<file path="src/rtl/prbs_word_engine.sv">
// PRBS word engine: a PRBS7/11/15/31 word generator on a valid/ready stream plus
// an independent self-synchronising checker that counts bit and word errors.
module prbs_word_engine #(
    parameter int DATA_W     = 8,
    parameter int LOCK_WORDS = 4,
    parameter int LOSS_WORDS = 4,
    parameter int CNT_W      = 32
) (
    input  logic              CLOCK_50,
    input  logic              reset,
    input  logic [1:0]        mode,
    input  logic              start,
    input  logic              stop,
    input  logic [15:0]       burst_words,
    input  logic              inject_err,
    output logic [DATA_W-1:0] tx_data,
    output logic              tx_valid,
    input  logic              tx_ready,
    output logic              busy,
    output logic              done,
    input  logic [DATA_W-1:0] rx_data,
    input  logic              rx_valid,
    input  logic              clr_cnt,
    output logic              rx_locked,
    output logic [CNT_W-1:0]  err_bits,
    output logic [CNT_W-1:0]  err_words
);

    localparam int PW = $clog2(DATA_W + 1);
    localparam int GW = $clog2(LOCK_WORDS + 1);
    localparam int BW = $clog2(LOSS_WORDS + 1);

    // The LFSR lives in a 31-bit register; shorter polynomials use the low L bits.
    function automatic logic lfsr_msb(input logic [30:0] s, input logic [1:0] m);
        case (m)
            2'd0:    return s[6];
            2'd1:    return s[10];
            2'd2:    return s[14];
            default: return s[30];
        endcase
    endfunction

    function automatic logic lfsr_fb(input logic [30:0] s, input logic [1:0] m);
        case (m)
            2'd0:    return s[6] ^ s[5];
            2'd1:    return s[10] ^ s[8];
            2'd2:    return s[14] ^ s[13];
            default: return s[30] ^ s[27];
        endcase
    endfunction

    function automatic logic [30:0] lfsr_shift(input logic [30:0] s, input logic [1:0] m,
                                               input logic b);
        case (m)
            2'd0:    return {24'd0, s[5:0], b};
            2'd1:    return {20'd0, s[9:0], b};
            2'd2:    return {16'd0, s[13:0], b};
            default: return {s[29:0], b};
        endcase
    endfunction

    // ---------------- generator ----------------
    logic [30:0]       lfsr_q, lfsr_d;
    logic [1:0]        mode_q, mode_d;
    logic [15:0]       burst_q, burst_d, cnt_q, cnt_d;
    logic [DATA_W-1:0] data_q, data_d, gen_w;
    logic [30:0]       gen_nxt;
    logic              valid_q, valid_d, busy_q, busy_d, done_q, done_d, inj_q, inj_d;
    logic              start_go, hs, last_w, inj_hit;

    assign start_go = start & ~stop & ~busy_q;
    assign hs       = valid_q & tx_ready;
    assign last_w   = (burst_q != 16'd0) && (cnt_q + 16'd1 == burst_q);
    assign inj_hit  = inj_q | inject_err;

    // Unroll DATA_W LFSR steps: from the all-ones seed on start, else from the live state.
    always_comb begin
        logic [30:0] s;
        logic [1:0]  m;
        m     = start_go ? mode : mode_q;
        s     = start_go ? '1 : lfsr_q;
        gen_w = '0;
        for (int i = 0; i < DATA_W; i++) begin
            gen_w[i] = lfsr_msb(s, m);
            s        = lfsr_shift(s, m, lfsr_fb(s, m));
        end
        gen_nxt = s;
    end

    // Burst control. The word already on the bus is committed, so an inject flag
    // lands on the next word placed on the bus; the LFSR itself never sees it.
    always_comb begin
        lfsr_d  = lfsr_q;
        mode_d  = mode_q;
        burst_d = burst_q;
        cnt_d   = cnt_q;
        data_d  = data_q;
        valid_d = valid_q;
        busy_d  = busy_q;
        done_d  = 1'b0;
        inj_d   = inj_hit;
        if (start_go) begin
            mode_d  = mode;
            burst_d = burst_words;
            cnt_d   = 16'd0;
            busy_d  = 1'b1;
            valid_d = 1'b1;
            lfsr_d  = gen_nxt;
            data_d  = gen_w ^ DATA_W'(inj_hit);
            inj_d   = 1'b0;
        end else if (busy_q) begin
            if (hs) cnt_d = cnt_q + 16'd1;
            if (stop || (hs && last_w)) begin
                valid_d = 1'b0;
                busy_d  = 1'b0;
                done_d  = 1'b1;
                inj_d   = 1'b0;
            end else if (hs) begin
                lfsr_d = gen_nxt;
                data_d = gen_w ^ DATA_W'(inj_hit);
                inj_d  = 1'b0;
            end
        end
    end

    // Generator state registers.
    always_ff @(posedge CLOCK_50 or posedge reset) begin
        if (reset) begin
            lfsr_q  <= '1;
            mode_q  <= 2'd0;
            burst_q <= 16'd0;
            cnt_q   <= 16'd0;
            data_q  <= '0;
            valid_q <= 1'b0;
            busy_q  <= 1'b0;
            done_q  <= 1'b0;
            inj_q   <= 1'b0;
        end else begin
            lfsr_q  <= lfsr_d;
            mode_q  <= mode_d;
            burst_q <= burst_d;
            cnt_q   <= cnt_d;
            data_q  <= data_d;
            valid_q <= valid_d;
            busy_q  <= busy_d;
            done_q  <= done_d;
            inj_q   <= inj_d;
        end
    end

    // ---------------- checker ----------------
    logic [30:0]       hist_q, hist_d, chk_nxt;
    logic [DATA_W-1:0] mis;
    logic [PW-1:0]     pop;
    logic [1:0]        mprev_q, mprev_d;
    logic [GW-1:0]     good_q, good_d;
    logic [BW-1:0]     bad_q, bad_d;
    logic              lock_q, lock_d;
    logic [CNT_W-1:0]  ebits_q, ebits_d, ewords_q, ewords_d;
    logic [CNT_W:0]    bsum, wsum;

    // Predict each bit from history; HUNT learns from received bits, LOCKED free-runs.
    always_comb begin
        logic [30:0] h;
        logic        e;
        h   = hist_q;
        mis = '0;
        pop = '0;
        for (int i = 0; i < DATA_W; i++) begin
            e      = lfsr_fb(h, mode);
            mis[i] = rx_data[i] ^ e;
            pop    = pop + PW'(mis[i]);
            h      = lfsr_shift(h, mode, lock_q ? e : rx_data[i]);
        end
        chk_nxt = h;
    end

    assign bsum = {1'b0, ebits_q} + (CNT_W + 1)'(pop);
    assign wsum = {1'b0, ewords_q} + (CNT_W + 1)'(1);

    // Lock/loss FSM and saturating error counters; clr_cnt overrides any increment.
    always_comb begin
        hist_d   = hist_q;
        mprev_d  = mode;
        good_d   = good_q;
        bad_d    = bad_q;
        lock_d   = lock_q;
        ebits_d  = ebits_q;
        ewords_d = ewords_q;
        if (mode != mprev_q) begin
            lock_d   = 1'b0;
            good_d   = '0;
            bad_d    = '0;
            ebits_d  = '0;
            ewords_d = '0;
        end else begin
            if (rx_valid) begin
                hist_d = chk_nxt;
                if (!lock_q) begin
                    if (mis != '0) good_d = '0;
                    else if (good_q == GW'(LOCK_WORDS - 1)) begin
                        lock_d = 1'b1;
                        good_d = '0;
                        bad_d  = '0;
                    end else good_d = good_q + 1'b1;
                end else begin
                    ebits_d = bsum[CNT_W] ? '1 : bsum[CNT_W-1:0];
                    if (mis != '0) begin
                        ewords_d = wsum[CNT_W] ? '1 : wsum[CNT_W-1:0];
                        if (bad_q == BW'(LOSS_WORDS - 1)) begin
                            lock_d = 1'b0;
                            bad_d  = '0;
                            good_d = '0;
                        end else bad_d = bad_q + 1'b1;
                    end else bad_d = '0;
                end
            end
            if (clr_cnt) begin
                ebits_d  = '0;
                ewords_d = '0;
            end
        end
    end

    // Checker state registers.
    always_ff @(posedge CLOCK_50 or posedge reset) begin
        if (reset) begin
            hist_q   <= '1;
            mprev_q  <= 2'd0;
            good_q   <= '0;
            bad_q    <= '0;
            lock_q   <= 1'b0;
            ebits_q  <= '0;
            ewords_q <= '0;
        end else begin
            hist_q   <= hist_d;
            mprev_q  <= mprev_d;
            good_q   <= good_d;
            bad_q    <= bad_d;
            lock_q   <= lock_d;
            ebits_q  <= ebits_d;
            ewords_q <= ewords_d;
        end
    end

    assign tx_data   = data_q;
    assign tx_valid  = valid_q;
    assign busy      = busy_q;
    assign done      = done_q;
    assign rx_locked = lock_q;
    assign err_bits  = ebits_q;
    assign err_words = ewords_q;

endmodule

</file>
<file path="config.mk">
export PLATFORM = sky130hd
export DESIGN_NAME = prbs_word_engine
export DESIGN_NICKNAME = d
export VERILOG_FILES = /design/src/rtl/prbs_word_engine.sv
export SDC_FILE = /design/constraint.sdc
export NUM_CORES = 1
export LEC_CHECK = 0
export ABC_AREA = 1
export ABC_CLOCK_PERIOD_IN_PS = 14700
export BUFFER_PORTS_ARGS = -buffer_cell sky130_fd_sc_hd__buf_4
export CELL_PAD_IN_SITES_DETAIL_PLACEMENT = 0
export CELL_PAD_IN_SITES_GLOBAL_PLACEMENT = 2
export CORE_MARGIN = 4
export CORE_UTILIZATION = 38
export CTS_BUF_LIST = sky130_fd_sc_hd__clkbuf_4
export DETAILED_ROUTE_END_ITERATION = 8
export PLACE_DENSITY_LB_ADDON = 0.08
export RECOVER_POWER = 25
export SLEW_MARGIN = 20
export SYNTH_ARGS = -nofsm -noshare
export SYNTH_HDL_FRONTEND = slang
export SYNTH_SLANG_ARGS = --single-unit
</file>
<file path="constraint.sdc">
create_clock -name CLOCK_50 -period 14.7 [get_ports CLOCK_50]
set_input_delay 2.94 -clock CLOCK_50 [delete_from_list [all_inputs] [get_ports CLOCK_50]]
set_output_delay 2.94 -clock CLOCK_50 [all_outputs]
set_load 0.005 [all_outputs]
</file>
# After elaboration in Yosys (flattened, before gate mapping)
# Cells that the tools add are included.
[classes]
n_addsub = 12
n_eq_ne = 12
n_mux = 106
bitwise_logic = 80
n_reduce_logical = 23
[op_table]
columns = ["op", "count"]
rows = [
  ["one-hot mux 31 bit (3 select lines)", 16],
  ["two-way mux 32 bit", 11],
  ["two-way mux 31 bit", 5],
  ["one-hot mux 1 bit (3 select lines)", 24],
  ["XOR 1 bit", 72],
  ["two-way mux 16 bit", 3],
  ["two-way mux 3 bit", 14],
  ["adder 32 x 1 -> 33 bit (second input constant)", 1],
  ["adder 32 x 4 -> 33 bit", 1],
  ["two-way mux 8 bit", 4],
  ["two-way mux 1 bit", 28],
  ["adder 16 x 1 -> 16 bit (second input constant)", 1],
  ["adder 4 x 1 -> 4 bit", 4],
  ["equality test 16 bit", 1],
  ["nonzero test 16 bit", 1],
  ["AND reduction 3 bit", 4],
  ["nonzero test 3 bit", 4],
  ["AND reduction 2 bit", 4],
  ["nonzero test 2 bit", 4],
  ["nonzero test 8 bit", 1],
  ["XOR 8 x 1 -> 8 bit", 1],
  ["adder 3 x 1 -> 3 bit (second input constant)", 2],
  ["equality test 3 x 2 -> 1 bit (second input constant)", 2],
  ["!= test 3 x 1 -> 1 bit (second input constant)", 2],
  ["other kinds (15)", 23],
]
[totals]
reg_bits = 181
out_inout_bits = 76
word_cells = 249

# Depth between registers and ports, before layout
# Gate-level depths: netlist of the first run.
[depth]
depth_word = 38
ltp_mapped = 36

# Least setup slack after synthesis of the first run
# Ideal clock, no wire load.
[synth_timing]
kind = "input -> register"
startpoint = "in mode[1]"
endpoint = "reg ebits_q[22], in the netlist err_bits[22]"
setup_ps = 130
t_arrival_ps = 7188
required_time_ps = 14570
slack_ps = 7381
stages = 28
n_path_buf = 3
path_cell_list = "buf_6 > nand2_4 > buf_6 > buf_2 > nand4_1 > nand2_1 > nand2_1 > nand2_1 > inv_1 > fa_1 > fa_1 > fa_1 > inv_1 > fa_1 > fa_1 > a31oi_1 > inv_1 > nand2_1 > nor2_1 > nand2_1 > nor2_1 > nand2_1 > inv_1 > nand2_1 > nor2_1 > xor2_1 > o21ai_0 > o21ai_0"
[synth_via]
elab_chain_cells = 21
[synth_lines]
columns = ["element", "line_no", "rtl"]
rows = [
  ["start: declaration", "11", "input logic [1:0] mode,"],
  ["branches (longest 21 deep; another with adder 3 x 1 -> 4 bit)", "-", ""],
  ["end signal: assignment", "241", "ebits_q <= ebits_d;"],
  ["end: declaration", "159", "logic [CNT_W-1:0] ebits_q, ebits_d, ewords_q, ewords_d;"],
]
# Parallel ways; which one is timed is not known. The select of a mux whose other input is x is not followed.
# A chain may end at the register's enable or synchronous reset.

# Worst setup path after layout of the first run
[layout_timing]
startpoint = "in mode[1]"
endpoint = "reg ebits_q[30], in the netlist err_bits[30]"
# The elaborated chain is that of the path after synthesis.

==> results.json, run 1 <==
{
  "synth-async-reset-ratio_pct": 100,
  "crit_start": "mode[1]",
  "avgSynthCellArea_um2": 7.22,
  "clock_sinks": 181,
  "wl_per_cell_um": 16.1,
  "vias_per_cell": 5.10,
  "hp-class": "reg -> reg",
  "power_frac_comb_pct": 33.1,
  "fin_crit_ns": 7.88,
  "skew_ns": 0.0293,
  "synth_edf_count": 0,
  "grt_max_degree": 117,
  "fillers": 3109,
  "grt-ovfl-total": 0,
  "power.net_switching_uw": 564,
  "syn_nets": 1596,
  "placementRows": 62,
  "dpl-instance-area_um2": 12300,
  "yosys-top-cells-count": "nand2_1 (420), inv_1 (190), o21ai_0 (137)",
  "synthFlopType": "dfrtp_1",
  "critical_path_required_ns": 15.13,
  "setup_slack_ns": 6.82,
  "power_density_nw_per_um2": 115,
  "finalMaxSlewViolations": 117,
  "ios": 110,
  "seqPwrFrac_pct": 46.6,
  "final.setup.tns_ns": 0,
  "die_area_um2": 32200,
  "grtUsageTotal_pct": 20.3,
  "worstPathMaxFanout": 21,
  "rsz0062_at_grt": "false",
  "outcome": "finished with violations",
  "synth_area_um2": 11200,
  "cts_resized": 0,
  "p_int_uw": 885,
  "timing.final.crit_share_pct": 53.6,
  "detail-route-antenna-nets": 0,
  "slew-limit-headroom_pct": -261,
  "timing_hold_violations_final": 0,
  "r2r_slack_ns": 9.23,
  "root_buffer": "clkbuf_4",
  "grt_first_pass_wirelength_mm": 54.9,
  "final_net_count": 1680,
  "place_ws_ns": 6.70,
  "holdCritStartpoint": "lfsr_q[12]",
  "drtPass1Iterations": 5,
  "remaining_drc_errors": 0,
  "placeableCoreArea_um2": 28900,
  "clock_power_share_pct": 20.2,
  "die_h_um": 179,
  "switching_share_pct": 38.9,
  "synth.most_common_cell": "nand2_1",
  "drive_gt1_share_pct": 14.9,
  "die_w_um": 179,
  "io_buffers": 109,
  "max_freq_mhz": 127,
  "first_iter_violations": 693,
  "postSynthCellCount": 1547,
  "critPathLaunchType": "input port",
  "routed_wl_mm": 32.8,
  "setup_violations": 0,
  "area_growth_pct": 12.6,
  "cts_hold_buf": 0,
  "yosysSeqAreaShare_pct": 41.2,
  "r2r_start": "rx_locked",
  "violations": "max-capacitance violations, max-slew violations",
  "synthTopCellsByArea": "dfrtp_1 (27%), dfstp_2 (15%), nand2_1 (14%), inv_1 (6.4%), o21ai_0 (6.1%)",
  "cap_viol_max_count": 1,
  "synth_top_area_share_pct": 26.7,
  "tightest_slew_ns": 5.42,
  "finalInstanceArea_um2": 12600,
  "antenna_found_initial": 1,
  "num_vias": 10354,
  "synth_seq_cells": 181,
  "dp.final_hpwl_mm": 23.3,
  "clk_latency_ns": 0.58,
  "grt_pass1_vias": 10268,
  "critPathKind": "in -> reg",
  "place_congestion": 0.848,
  "cp-end-kind": "register",
  "arrival_ns": 8.31,
  "cts_tree": "built",
  "ir_drop_uv": 69.7,
  "clk_pin_slew_worst_paths_ns": 0.15,
  "initial_core_util_pct": 38.7,
  "post-synth-top-area-cell": "dfrtp_1",
  "yosysWarnings": 0,
  "synth.distinct_cells": 52,
  "cts_setup_buffers": 0,
  "cts.htree.levels": 4,
  "cts_made_buffers": 17,
  "cts_buffer_depth": 2,
  "p_leak_uw": 0.00587
}
## cell usage in the layout, fill, tap and decap left out, drive strengths merged, types with 3 or more instances in the layout
master / n
o31ai: 7
nand4: 23
o21ai: 161
nor3: 34
dfstp: 62
o21a: 8
nand2: 422
buf: 116
nor2: 122
xor2: 38
nor4: 13
o211ai: 8
dfrtp: 119
or2: 10
xnor2: 15
clkinvlp: 4
fa: 5
clkbuf: 20
o22ai: 31
ha: 10
nand3b: 8
nand3: 121
inv: 197
a22o: 3
clkinv: 10
o2111ai: 5
a21oi: 57
## per-stage QoR
stage | utilization, % | hold slack [ns] | total power (uW) | instances
floorplan | - | 0.439 | 1000 | 1547
global placement | 42.7 | 0.449 | 1170 | 1996
CTS | 43.6 | 0.473 | 1470 | 2028
global route | 43.6 | 0.495 | 1580 | 2030
detailed placement | 42.7 | 0.452 | 1170 | 1996
finish | 43.6 | 0.471 | 1450 | 2030
## per-layer routing
metal | GRT usage [%] | share of wire (%) | vias to the layer above
li1 | - | - | 5249
met1 | 29.6 | 49 | 4898
met2 | 32.8 | 46 | 192
met3 | 3.31 | 3.5 | 15
met4 | 2.99 | 0.78 | 0
met5 | 0 | 0 | -
## final timing paths
path	end	cells after the start
max	err_bits[30]	26
min	lfsr_q[12]	2
max reg2reg	err_bits[30]	28
min reg2reg	lfsr_q[12]	2
max in group asynchronous	mprev_q[1]	3
min in group asynchronous	burst_q[9]	2
## state kept, by name, indices dropped and copies added (netlist names)
name       flops
done           1
good_q         3
mprev_q        2
cnt_q         16
err_words     32
hist_q        31
tx_valid       1
bad_q          3
err_bits      32
inj_q          1
lfsr_q        31
tx_data        8
burst_q       16
mode_q         2
busy           1
rx_locked      1
## worst max-delay path, cell delays in order
cell and delay [ns]:
clkbuf_1 0.57, nand2_4 0.31, a21oi_1 0.18, o21ai_0 0.15, o21ai_2 0.11, xor2_1 0.27
fa_1 0.48, fa_1 0.46, fa_1 0.49, inv_1 0.05, fa_1 0.40, fa_1 0.43
a31oi_1 0.28, inv_1 0.07, nand2_1 0.09, nor2_1 0.07, nand2_1 0.10, nor2_1 0.09
nand4_1 0.13, nor2_1 0.09, inv_1 0.08, nor2_1 0.06, inv_1 0.14, o21ai_0 0.12
nand2_1 0.06, o21ai_0 0.08
## cell families after synthesis
kind of cell / synth area share [%]
simple gates: 28.8
buf+inv: 8.98
xor+xnor: 4.22
fa+ha+maj: 2.02
flops: 41.2
compound gates: 14.7
## power groups by stage
stage	Clock (uW)	Sequential (uW)	Combinational, uW
after floorplan	0	662	340
after global placement	0	684	484
after detailed placement	0	684	485
after CTS	308	675	486
after global routing	330	688	557
final	293	676	480
## cell type report
cell class / instances / area [um^2] / share of cell area (%)
clock inverters: 15 / 155 / 1.23
multi-input cells: 1114 / 5580 / 44.3
repair buffers: 119 / 886 / 7.04
flip-flops and latches: 181 / 4610 / 36.6
inverters: 198 / 744 / 5.92
well taps: 384 / 480 / 3.82
clock buffers: 17 / 128 / 1.01
diodes: 2 / 5.00 / 0.0398
Power figures use the tool's default switching activity.
==> inputs of run 2 (changes only) <==
--- a/config.mk
+++ b/config.mk
@@ -5,8 +5,8 @@
 export SDC_FILE = /design/constraint.sdc
 export NUM_CORES = 1
 export LEC_CHECK = 0
-export ABC_AREA = 1
-export ABC_CLOCK_PERIOD_IN_PS = 14700
+export ABC_AREA = 0
+export ABC_CLOCK_PERIOD_IN_PS = 8100
 export BUFFER_PORTS_ARGS = -buffer_cell sky130_fd_sc_hd__buf_4
 export CELL_PAD_IN_SITES_DETAIL_PLACEMENT = 0
 export CELL_PAD_IN_SITES_GLOBAL_PLACEMENT = 2
==> constraint.sdc (replaced) <==
create_clock -name CLOCK_50 -period 8.1 [get_ports CLOCK_50]
set_input_delay 1.62 -clock CLOCK_50 [delete_from_list [all_inputs] [get_ports CLOCK_50]]
set_output_delay 1.62 -clock CLOCK_50 [all_outputs]
set_load 0.005 [all_outputs]
==> results.json, run 2 <==
{
  "rsz0062_at_grt": "false",
  "holdPathEnd": "hist_q[19]",
  "grtUsageTotal_pct": 20.2,
  "die_h_um": 177,
  "remaining_drc_errors": 0,
  "timing_hold_violations_final": 0,
  "arrival_ns": 7.47,
  "root_buffer": "clkbuf_4",
  "cts_resized": 0,
  "avgSynthCellArea_um2": 8.87,
  "grt-ovfl-total": 0,
  "synth.distinct_cells": 79,
  "io_buffers": 109,
  "placeableCoreArea_um2": 28000,
  "final_net_count": 1327,
  "slew-limit-headroom_pct": -224,
  "cts_hold_buf": 0,
  "grt_pass1_vias": 9144,
  "clk_pin_slew_worst_paths_ns": 0.17,
  "post-synth-top-area-cell": "dfrtp_1",
  "outcome": "finished with violations",
  "final.setup.tns_ns": 0,
  "max_freq_mhz": 143,
  "skew_ns": 0.0337,
  "r2r_slack_ns": 2.40,
  "layout_common_cells": "nand2_1 (195), buf_4 (122), dfrtp_1 (119)",
  "synth_top_area_share_pct": 27.3,
  "crit_path_frequent_cell": "fa_1",
  "slowest_stage": "clkbuf_1",
  "p_leak_uw": 0.00500,
  "yosysSeqAreaShare_pct": 42.2,
  "cap_viol_max_count": 1,
  "crit_buf_inv": 3,
  "r2r_cells": 18,
  "tightest_slew_ns": 4.87,
  "area_growth_pct": 12.0,
  "synth-async-reset-ratio_pct": 100,
  "worstPathMaxFanout": 17,
  "placementRows": 61,
  "cts_made_buffers": 17,
  "critPathKind": "in -> reg",
  "initial_core_util_pct": 38.9,
  "mostFrequentLayoutCell": "nand2_1",
  "cts_buffer_depth": 2,
  "finalMaxSlewViolations": 126,
  "place_congestion": 0.798,
  "dp.final_hpwl_mm": 21.6,
  "stdcell_count": 1670,
  "place_ws_ns": 1.02,
  "crit_family": "adder cells",
  "clock_sinks": 181,
  "power_density_nw_per_um2": 193,
  "synthTopCellsByArea": "dfrtp_1 (27%), dfstp_2 (15%), nand2_1 (6.7%), o21ai_0 (4.4%), xnor2_1 (4.3%)",
  "critical_path_required_ns": 8.56,
  "hp-class": "reg -> reg",
  "cts.htree.levels": 4,
  "synth_seq_cells": 181,
  "die_w_um": 177,
  "critPathLaunchType": "input port",
  "routed_wl_mm": 31.4,
  "fillers": 2795,
  "clk_latency_ns": 0.60,
  "num_vias": 9295,
  "holdCritStartpoint": "hist_q[19]",
  "vias_per_cell": 5.57,
  "postSynthCellCount": 1229,
  "antenna_found_initial": 1,
  "ios": 110,
  "yosysWarnings": 0,
  "power_uw": 2360,
  "synth_edf_count": 0,
  "r2r-end": "err_bits[13]",
  "cp-end-kind": "register",
  "min_delay_path_depth": 2,
  "busiest_layer": "met2",
  "synth_area_um2": 10900,
  "crit_path_cell_trace": "clkbuf_1 > nor2_1 > a22o_1 > nor2_2 > xnor2_1 > fa_1 > fa_1 > fa_1 > inv_1 > fa_1 > fa_1 > a21o_1 > a21oi_1 > or2_2 > or4_1 > buf_4 > nand2_1 > nor2_1 > a211oi_1",
  "die_area_um2": 31500,
  "timing.final.crit_share_pct": 86.5,
  "ir_drop_uv": 97.2,
  "synth.most_common_cell": "nand2_1",
  "cts_setup_buffers": 0,
  "cts_tree": "built",
  "violations": "max-capacitance violations, max-slew violations",
  "cp_slowest_stage_delay_ns": 0.65,
  "drtPass1Iterations": 6,
  "first_iter_violations": 647,
  "synthFlopType": "dfrtp_1",
  "dp_cells": 1637,
  "fin_crit_ns": 7.01,
  "syn_nets": 1278,
  "use_met2_pct": 32.2,
  "r2r_start": "hist_q[8]",
  "yosys-top-cells-count": "nand2_1 (196), dfrtp_1 (119), o21ai_0 (96)",
  "grt_max_degree": 126,
  "grt_util_met3_pct": 3.92,
  "grt_use_met1_pct": 28.9,
  "detail-route-antenna-nets": 0,
  "drive_gt1_share_pct": 19.3,
  "setup_violations": 0,
  "wl_per_cell_um": 18.8,
  "setup_slack_ns": 1.09,
  "grt_first_pass_wirelength_mm": 51.4
}
==> run 2: cell types whose count changed after synthesis, sizes merged, moves of 15 or more <==
cell,change
clkbuf,+30
xnor2,+38
nand3,-72
o22ai,-21
a31oi,+18
a21oi,+16
inv,-172
a221o,+19
a311oi,+15
nand2,-226
a211oi,+21
o21ai,-65
and3,+29
nor2,-36
==> run 2: tightest hold or removal path, stage by stage (launching register included) <==
cell and delay, ns:
dfstp_2 0.40, nand2_1 0.04, o21ai_0 0.06
==> run 2: worst max path at each step <==
stage,cells past startpoint,slack [ns],to,startpoint
3_5_place_dp,19,1.02,err_bits[11],mode[1]
4_1_cts,19,1.65,err_bits[11],mode[1]
5_1_grt,19,0.70,err_bits[13],mode[0]
2_1_floorplan,1,1.67,bad_q[0],reset
3_3_place_gp,19,1.13,err_bits[21],mode[1]
6_report,19,1.09,err_bits[13],mode[0]
==> run 2: per-stage QoR <==
step / hold WS (ns) / utilization [%] / instance area, um^2
2_1_floorplan: 0.454 / - / 10900
3_3_place_gp: 0.460 / 42.6 / 11900
3_5_place_dp: 0.469 / 42.6 / 11900
4_1_cts: 0.493 / 43.6 / 12200
5_1_grt: 0.503 / 43.6 / 12200
6_report: 0.488 / 43.6 / 12200
==> run 2: cells by family (layout without fill, tap and decap cells) <==
group,count (synthesis),in the layout,synth area share [%]
other,0,1,0
xor gates and xnor gates,92,92,7.39
and+or+nand+nor,475,475,20.8
AOI/OAI and AO/OA,324,324,19.4
adders and majority gates,15,15,2.07
DFF,181,181,42.2
muxes,25,25,3.38
buffers and inverters,117,179,4.65
==> run 2: final cells by class <==
type,count,area [um^2],share of cell area [%]
antenna,1,2.50,0.0205
clock buffer,18,135,1.11
clock inverter,14,164,1.34
inverter,23,86.3,0.707
multi-input combinational,931,5820,47.7
sequential,181,4610,37.7
tap,378,473,3.87
timing repair buffer,124,927,7.59
==> run 2: power by group <==
group	switching, uW	internal (uW)	leakage [uW]
registers	139	1030	0.00224
logic	338	300	0.00260
clock network	361	197	0.000164
==> run 2: layer usage <==
metal / part of all wire, % / up-vias
li1: - / 4523
met1: 49 / 4598
met2: 46 / 158
met3: 4.3 / 16
met4: 0.98 / 0
met5: 0 / -
